## src/rtl/seg7_scan_driver_if.sv

```systemverilog
// rtl/seg7_scan_driver_if.sv - display-side bundle of the stopwatch seven-segment scan driver
//
// Purpose: groups the BCD digit inputs, adjust/blink controls and the
// multiplexed display outputs of seg7_scan_driver into one port.
//
// Signals:
//   sec_one, sec_ten, min_one, min_ten  4-bit BCD digits (producer -> driver)
//   adj         adjust mode, enables blinking          (producer -> driver)
//   sel         0 = minutes pair blinks, 1 = seconds   (producer -> driver)
//   blink_tick  single-cycle blink-rate pulse          (producer -> driver)
//   seg         {g,f,e,d,c,b,a} cathodes, active-low   (driver -> display)
//   dp          decimal point, active-low              (driver -> display)
//   an          digit anodes, active-low one-hot       (driver -> display)
//
// Modports: master = digit producer / display observer, slave = scan driver.

interface seg7_scan_driver_if;
  logic [3:0] sec_one;
  logic [3:0] sec_ten;
  logic [3:0] min_one;
  logic [3:0] min_ten;
  logic       adj;
  logic       sel;
  logic       blink_tick;
  logic [6:0] seg;
  logic       dp;
  logic [3:0] an;

  modport master (
    output sec_one, sec_ten, min_one, min_ten, adj, sel, blink_tick,
    input  seg, dp, an
  );

  modport slave (
    input  sec_one, sec_ten, min_one, min_ten, adj, sel, blink_tick,
    output seg, dp, an
  );
endinterface

```

## src/rtl/seg7_scan_driver.sv

```systemverilog
// rtl/seg7_scan_driver.sv - time-multiplexed 4-digit common-anode seven-segment driver with adjust blink
//
// Purpose: scans the four stopwatch BCD digits onto a common-anode display,
// one digit per REFRESH_DIV clocks, and blanks the selected digit pair on
// alternate blink phases while in adjust mode. All outputs are registered.
//
// Ports:
//   clk   system clock
//   rst   synchronous, active-high reset
//   bus   seg7_scan_driver_if.slave: BCD digits, adj/sel/blink_tick in;
//         seg/dp/an out
//
// Parameters:
//   REFRESH_DIV  clocks each digit stays enabled (>= 2)
//   CNT_W        refresh counter width, 2**CNT_W >= REFRESH_DIV

module seg7_scan_driver #(
  parameter int REFRESH_DIV = 100000,
  parameter int CNT_W       = 17
) (
  input  logic                clk,
  input  logic                rst,
  seg7_scan_driver_if.slave   bus
);

  localparam logic [CNT_W-1:0] CNT_LAST = CNT_W'(REFRESH_DIV - 1);

  localparam logic [6:0] SEG_BLANK = 7'b1111111;

  logic [CNT_W-1:0] refresh_cnt;
  logic [1:0]       idx;
  logic             phase;

  logic [6:0]       seg_q;
  logic             dp_q;
  logic [3:0]       an_q;

  logic [3:0]       digit;
  logic [6:0]       seg_dec;
  logic             blank;
  logic [6:0]       seg_next;
  logic             dp_next;
  logic [3:0]       an_next;

  // Digit select for the currently scanned position.
  always_comb begin
    digit = bus.sec_one;
    case (idx)
      2'd0:    digit = bus.sec_one;
      2'd1:    digit = bus.sec_ten;
      2'd2:    digit = bus.min_one;
      default: digit = bus.min_ten;
    endcase
  end

  // BCD to active-low {g,f,e,d,c,b,a}; non-BCD codes show nothing.
  always_comb begin
    seg_dec = SEG_BLANK;
    case (digit)
      4'd0:    seg_dec = 7'b1000000;
      4'd1:    seg_dec = 7'b1111001;
      4'd2:    seg_dec = 7'b0100100;
      4'd3:    seg_dec = 7'b0110000;
      4'd4:    seg_dec = 7'b0011001;
      4'd5:    seg_dec = 7'b0010010;
      4'd6:    seg_dec = 7'b0000010;
      4'd7:    seg_dec = 7'b1111000;
      4'd8:    seg_dec = 7'b0000000;
      4'd9:    seg_dec = 7'b0010000;
      default: seg_dec = SEG_BLANK;
    endcase
  end

  // idx[1] separates the minutes pair (idx2/idx3) from the seconds pair
  // (idx0/idx1). adj is used live so dropping it unblanks on the next edge.
  always_comb begin
    blank    = bus.adj && phase && (bus.sel ? !idx[1] : idx[1]);
    seg_next = blank ? SEG_BLANK : seg_dec;
    dp_next  = !((idx == 2'd2) && !blank);
    an_next  = ~(4'b0001 << idx);
  end

  always_ff @(posedge clk) begin
    if (rst) begin
      refresh_cnt <= '0;
      idx         <= 2'd0;
      phase       <= 1'b0;
      seg_q       <= SEG_BLANK;
      dp_q        <= 1'b1;
      an_q        <= 4'b1111;
    end else begin
      if (refresh_cnt == CNT_LAST) begin
        refresh_cnt <= '0;
        idx         <= idx + 2'd1;
      end else begin
        refresh_cnt <= refresh_cnt + 1'b1;
      end

      if (!bus.adj) begin
        phase <= 1'b0;
      end else if (bus.blink_tick) begin
        phase <= !phase;
      end

      seg_q <= seg_next;
      dp_q  <= dp_next;
      an_q  <= an_next;
    end
  end

  assign bus.seg = seg_q;
  assign bus.dp  = dp_q;
  assign bus.an  = an_q;

endmodule
```

## src/flat_wrapper.sv

```systemverilog
// flat-port wrapper written by rule: the top's interface ports become plain ports
module seg7_scan_driver_flat 
#(
  parameter int REFRESH_DIV = 100000,
  parameter int CNT_W       = 17
)
  (clk, rst, bus_sec_one, bus_sec_ten, bus_min_one, bus_min_ten, bus_adj, bus_sel, bus_blink_tick, bus_seg, bus_dp, bus_an);
  seg7_scan_driver_if bus_i ();
  input  logic clk;
  input  logic rst;
  input wire logic [$bits(bus_i.sec_one)-1:0] bus_sec_one;
  input wire logic [$bits(bus_i.sec_ten)-1:0] bus_sec_ten;
  input wire logic [$bits(bus_i.min_one)-1:0] bus_min_one;
  input wire logic [$bits(bus_i.min_ten)-1:0] bus_min_ten;
  input wire logic [$bits(bus_i.adj)-1:0] bus_adj;
  input wire logic [$bits(bus_i.sel)-1:0] bus_sel;
  input wire logic [$bits(bus_i.blink_tick)-1:0] bus_blink_tick;
  output wire logic [$bits(bus_i.seg)-1:0] bus_seg;
  output wire logic [$bits(bus_i.dp)-1:0] bus_dp;
  output wire logic [$bits(bus_i.an)-1:0] bus_an;
  assign bus_i.sec_one = bus_sec_one;
  assign bus_i.sec_ten = bus_sec_ten;
  assign bus_i.min_one = bus_min_one;
  assign bus_i.min_ten = bus_min_ten;
  assign bus_i.adj = bus_adj;
  assign bus_i.sel = bus_sel;
  assign bus_i.blink_tick = bus_blink_tick;
  assign bus_seg = bus_i.seg;
  assign bus_dp = bus_i.dp;
  assign bus_an = bus_i.an;
  seg7_scan_driver #(.REFRESH_DIV(REFRESH_DIV), .CNT_W(CNT_W)) u_core (.clk(clk), .rst(rst), .bus(bus_i));
endmodule
```

## config.mk

```make
export PLATFORM = sky130hd
export DESIGN_NAME = seg7_scan_driver_flat
export DESIGN_NICKNAME = d
export VERILOG_FILES = /design/src/rtl/seg7_scan_driver_if.sv /design/src/rtl/seg7_scan_driver.sv /design/src/flat_wrapper.sv
export SDC_FILE = /design/constraint.sdc
export NUM_CORES = 1
export LEC_CHECK = 0
export BUFFER_PORTS_ARGS = -buffer_cell sky130_fd_sc_hd__buf_4
export CORE_AREA = 2 2 56 58
export CTS_CLUSTER_DIAMETER = 80
export DETAILED_ROUTE_END_ITERATION = 7
export DIE_AREA = 0 0 58 60
export GPL_TIMING_DRIVEN = 0
export PLACE_DENSITY = 0.79
export SKIP_CTS_REPAIR_TIMING = 1
export SLEW_MARGIN = 20
export SYNTH_ARGS = -nofsm -noshare
export SYNTH_HDL_FRONTEND = slang
export SYNTH_SLANG_ARGS = --single-unit
export TNS_END_PERCENT = 10
```

## constraint.sdc

```tcl
create_clock -name clk -period 3.58 [get_ports clk]
set_input_delay 0.537 -clock clk [delete_from_list [all_inputs] [get_ports clk]]
set_output_delay 0.537 -clock clk [all_outputs]
set_load 0.02 [all_outputs]
```

# Yosys cells after proc, flatten, opt, wreduce, memory -nomap -nowiden
# Memories as Yosys holds them, arrays and structs flattened. A register that Yosys moved wholly into a read port is not among the register bits.
# Index checks and enable logic that the tools add are counted.
# word_totals
memories	1
romBits	112
ff_bits	25
in_bits	21
out_inout_bits	12
# mem_list
name	words	width	rd	rd_ports_with_merged_regs	wr	line_no	source
(name not given)	16	7	1	1	0	seg7_scan_driver.sv:59	case (digit)
# classes
n_eq_ne	3
n_shift	1
reduce_logical	11
muxes	2
bitwise_logic	2
addsub	2
# ops
operator	count
$add A17 B1 Y17 const B	1
$eq A17 B17 Y1 const B	1
$pmux W4 S3	1
$reduce_or A2 Y1	3
$logic_not A1 Y1	4
$not A4 Y4	1
$shl A1 B2 Y4 const A	1
$logic_and A1 B1 Y1	3
$add A2 B1 Y2 const B	1
$eq A2 B1 Y1 const B	1
$eq A2 B2 Y1 const B	1
$logic_not A2 Y1	1
$mux W1	1
$not A1 Y1	1

# Depth between registers and ports, before layout
# depth
ltp_word	6
ltp_mapped	8
mapped_depth_nobuf	8

# Least setup slack after synthesis
# OpenSTA, ideal clock, no wires.
# synth_path
path_kind	register to register
start	reg u_core.idx[1]
end	reg u_core.seg_q[1], in the netlist u_core.bus.seg[1]
t_arrival_ns	1.839
stages_incl_launch_ff	8
setup_time_ns	0.074
setup_slack_ns	1.666
synth_period_minus_slack_ns	1.914
path_buffers	1
cell_sequence	dfxtp_1 > ha_1 > clkbuf_1 > mux2i_1 > inv_1 > ha_1 > and2_1 > o21ai_0
# synth_between
elab_chain_len	4
word_cells_on_any_way	8
cone_classes	eq/ne (2); mux (2); reduce/logical (4)
# synth_rtl
item	line_no	source
from (decl)	seg7_scan_driver.sv:31	logic [1:0] idx;
from (signal assigned)	seg7_scan_driver.sv:94	idx <= idx + 2'd1;
$logic_not A1 Y1	seg7_scan_driver.sv:77	blank = bus.adj && phase && (bus.sel ? !idx[1] : idx[1]);
$mux W1	seg7_scan_driver.sv:77	
$logic_and A1 B1 Y1	seg7_scan_driver.sv:77	
$reduce_or A2 Y1 (no source line)	-	
to (decl)	seg7_scan_driver.sv:34	logic [6:0] seg_q;
# Parallel ways exist; a longest one is shown, timed or not.
# A chain may end at the register's enable or synchronous reset.

# Worst setup path in the final report
# Ends and elaborated chain as after synthesis.

==> metrics.yaml <==
tritoncts: "built"
pin_count: 33
die_area_um2: 3480
run_status: "finished, final reports clean"
antenna_found_initial: 0
grt_start_max_net_pins: 13
finalCritPeriodShare: 0.611
n_antenna_cell: 0
period_minus_slack_ns: 2.19
synth_top_area_frac: 0.420
drc: 0
grt_pass1_vias: 1190
cp_slowest_cell: "mux2i_1"
tightest_slew_ns: 0.719
cts_buffer_depth: 2
clkTransAtPathRegs_ns: 0.11
drtIter0Drc: 49
ant_nets: 0
holdPathStages: 3
worst_ep_arrival_time_ns: 2.45
first_pass_iters: 6
synth_flop_cell: "dfxtp_1"
crit_end: "u_core.bus.seg[1]$_SDFF_PP1_"
grt_usage: 0.183
initial_core_util: 0.525
finalSetupTns_ns: 0
power.static_leakage_nw: 0.732
critPathBufInv: 2
vdd_ir_drop_max_mv: 0.265
netlist-cell-type-count: 35
synth_top_cells_by_area: "dfxtp_1 (42%), xnor2_1 (8.6%), ha_1 (7.4%)"
required_ns: 3.84
rows: 20
p_int_mw: 0.481
die_h_um: 60
setup_viol: 0
netlist_instances: 165
r2r_setup_slack_ns: 1.39
cp_common_cell: "ha_1"
critPathTopFamily: "adder cells"
crit_cells: 7
synthArstFlopShare: 0
r2r_start: "u_core.idx[1]$_SDFFE_PP0N_"
clock_latency_ns: 0.33
fill_cells: 258
wl_um: 2800
pwr-share-comb: 0.115
area_growth_syn_to_layout_pct: 22.0
cts-buffers-inserted: 5
path_max_fanout: 6
worstHoldPathType: "input pin to flip-flop"
yosysTopAreaCell: "dfxtp_1"
synth_warnings: 0
clock-sinks: 32
critPathLaunchType: "flip-flop"
p_per_area_nw_per_um2: 352
overflow: 0
criticalPathCategory: "flip-flop to flip-flop"
slowest_delay_ns: 0.46
syn-cell-area_um2: 1520
yosys_register_bits: 32
crit_chain: "ha_1 -> clkbuf_1 -> mux2i_1 -> inv_1 -> ha_1 -> and2_1 -> o21ai_0"
fin_ws_ns: 1.39
root_buffer: "clkbuf_4"
slew_headroom: 0.518
cap_violations: 0
grt_first_pass_wirelength_um: 4840
pre_cts_slack_ns: 1.40
r2r-end: "u_core.bus.seg[1]$_SDFF_PP1_"
htreeDepth: 2
end_kind: "flip-flop"
avgRoutedWirePerCell_um: 11.8
p_sw_mw: 0.173
core-area_um2: 2900
portBuffers: 31
viasPerCell: 5.42
hold_viol_final: 0
finalNetCount: 233
yosysSeqAreaShare: 0.420
slew_violations: 0
p_sw_frac: 0.265
dpl.hpwl_um: 2190
synth_nets: 195
postSynthAreaPerCell_um2: 9.24
hp-start: "bus_blink_tick"
rsz0062_at_grt: "false"
power_frac_clock: 0.319
vias: 1285
synth_edf_count: 0
die_x_um: 58
gp_congestion: 0.814
setup.worst_path.start: "u_core.idx[1]$_SDFFE_PP0N_"
fmax_mhz: 457
drive_above_1_share: 0.225
reg2regPathDepth: 7
seqPwrFrac: 0.566
skew_ns: 0.0150
-- worst min-delay path, delay by kind of cell --
kind / cells / cell delay, ns
XOR/XNOR: 1 / 0.10
AND/OR/NAND/NOR: 1 / 0.04
buffers and inverters: 1 / 0.08
-- synth_stat cells (2+ instances only) --
cell type,number
dfxtp_1,32
nor2_1,21
xnor2_1,15
inv_1,11
ha_1,9
nand2_1,9
nand3_1,8
nand4_1,6
nor3_1,6
a222oi_1,4
mux2i_1,4
nand2b_1,4
nor4_1,4
xor2_1,4
o21ai_0,3
a21oi_1,2
clkbuf_1,2
mux2_2,2
nor4bb_1,2
o211ai_1,2
-- layout by cell type, fill, tap and decap left out, drive strengths merged, types with 2 or more instances in the layout --
master	Yosys	final
nand2b	4	4
xnor2	15	15
a21oi	2	2
clkinvlp	0	2
nand3	8	8
mux2i	5	5
inv	11	11
nor4bb	2	2
nand4	6	6
nor2	21	21
dfxtp	32	32
mux2	2	2
nand2	9	9
nor4	4	4
clkbuf	3	8
o211ai	2	2
ha	9	9
a211oi	2	2
a222oi	4	4
xor2	4	4
o21ai	4	4
buf	2	33
nor3	6	6
-- sequential cells by signal, summed over array words and instances, names as in the netlist --
| name | count |
|---|---|
| u_core.bus.dp | 1 |
| u_core.bus.seg | 7 |
| u_core.bus.an | 4 |
| u_core.phase | 1 |
| u_core.idx | 2 |
| u_core.refresh_cnt | 17 |
-- worst min path at each step --
stage	to	slack, ns
after floorplan	u_core.refresh_cnt[0]$_SDFF_PP0_	0.44
after global placement	u_core.refresh_cnt[0]$_SDFF_PP0_	0.46
after detailed placement	u_core.refresh_cnt[0]$_SDFF_PP0_	0.46
after CTS	u_core.phase$_SDFFE_PP0P_	0.45
after global routing	u_core.phase$_SDFFE_PP0P_	0.44
final	u_core.phase$_SDFFE_PP0P_	0.46
-- kinds of logic (layout without fill, tap and decap cells) --
logic type / count (synthesis) / count (layout) / synth area share
AO/OA/AOI/OAI: 16 / 16 / 0.0788
multiplexers: 7 / 7 / 0.0501
buffers and inverters: 16 / 55 / 0.0476
AND/OR/NAND/NOR: 66 / 66 / 0.220
flip-flops: 32 / 32 / 0.420
adder cells (fa/ha/maj): 9 / 9 / 0.0739
XOR/XNOR: 19 / 19 / 0.109
-- power by group through the flow --
stage | Sequential (mW) | Clock [mW] | Combinational [mW]
2_1_floorplan | 0.386 | 0 | 0.0346
3_3_place_gp | 0.378 | 0 | 0.0732
3_5_place_dp | 0.379 | 0 | 0.0755
4_1_cts | 0.370 | 0.217 | 0.0759
5_1_grt | 0.371 | 0.229 | 0.0841
6_report | 0.370 | 0.209 | 0.0752
-- metrics by stage --
| step | cell area, um^2 | power, mW | utilization | hold WS, ns | instances |
|---|---|---|---|---|---|
| after floorplan | 1520 | 0.420 | - | 0.441 | 165 |
| after global placement | 1800 | 0.451 | 0.619 | 0.460 | 229 |
| after detailed placement | 1800 | 0.454 | 0.619 | 0.464 | 229 |
| after CTS | 1860 | 0.663 | 0.641 | 0.447 | 237 |
| after global routing | 1860 | 0.684 | 0.641 | 0.445 | 237 |
| final | 1860 | 0.654 | 0.641 | 0.464 | 237 |
-- area by class of cell --
| cell class | count | area (um^2) | area share |
|---|---|---|---|
| inverters | 11 | 41.3 | 0.0222 |
| multi-input cells | 117 | 811 | 0.436 |
| clock buffers | 5 | 37.5 | 0.0202 |
| flip-flops and latches | 32 | 641 | 0.345 |
| plain buffers | 5 | 31.3 | 0.0168 |
| clock inverters | 3 | 23.8 | 0.0128 |
| repair buffers | 31 | 233 | 0.125 |
| well taps | 33 | 41.3 | 0.0222 |
-- routing by layer --
layer,routed length [um],global-route usage,vias up
met4,24,0.0930,0
met5,0,0,-
met2,1450,0.318,52
met1,1180,0.205,580
met3,150,0.0498,4
li1,-,-,649
(Power assumes the default switching activity.)
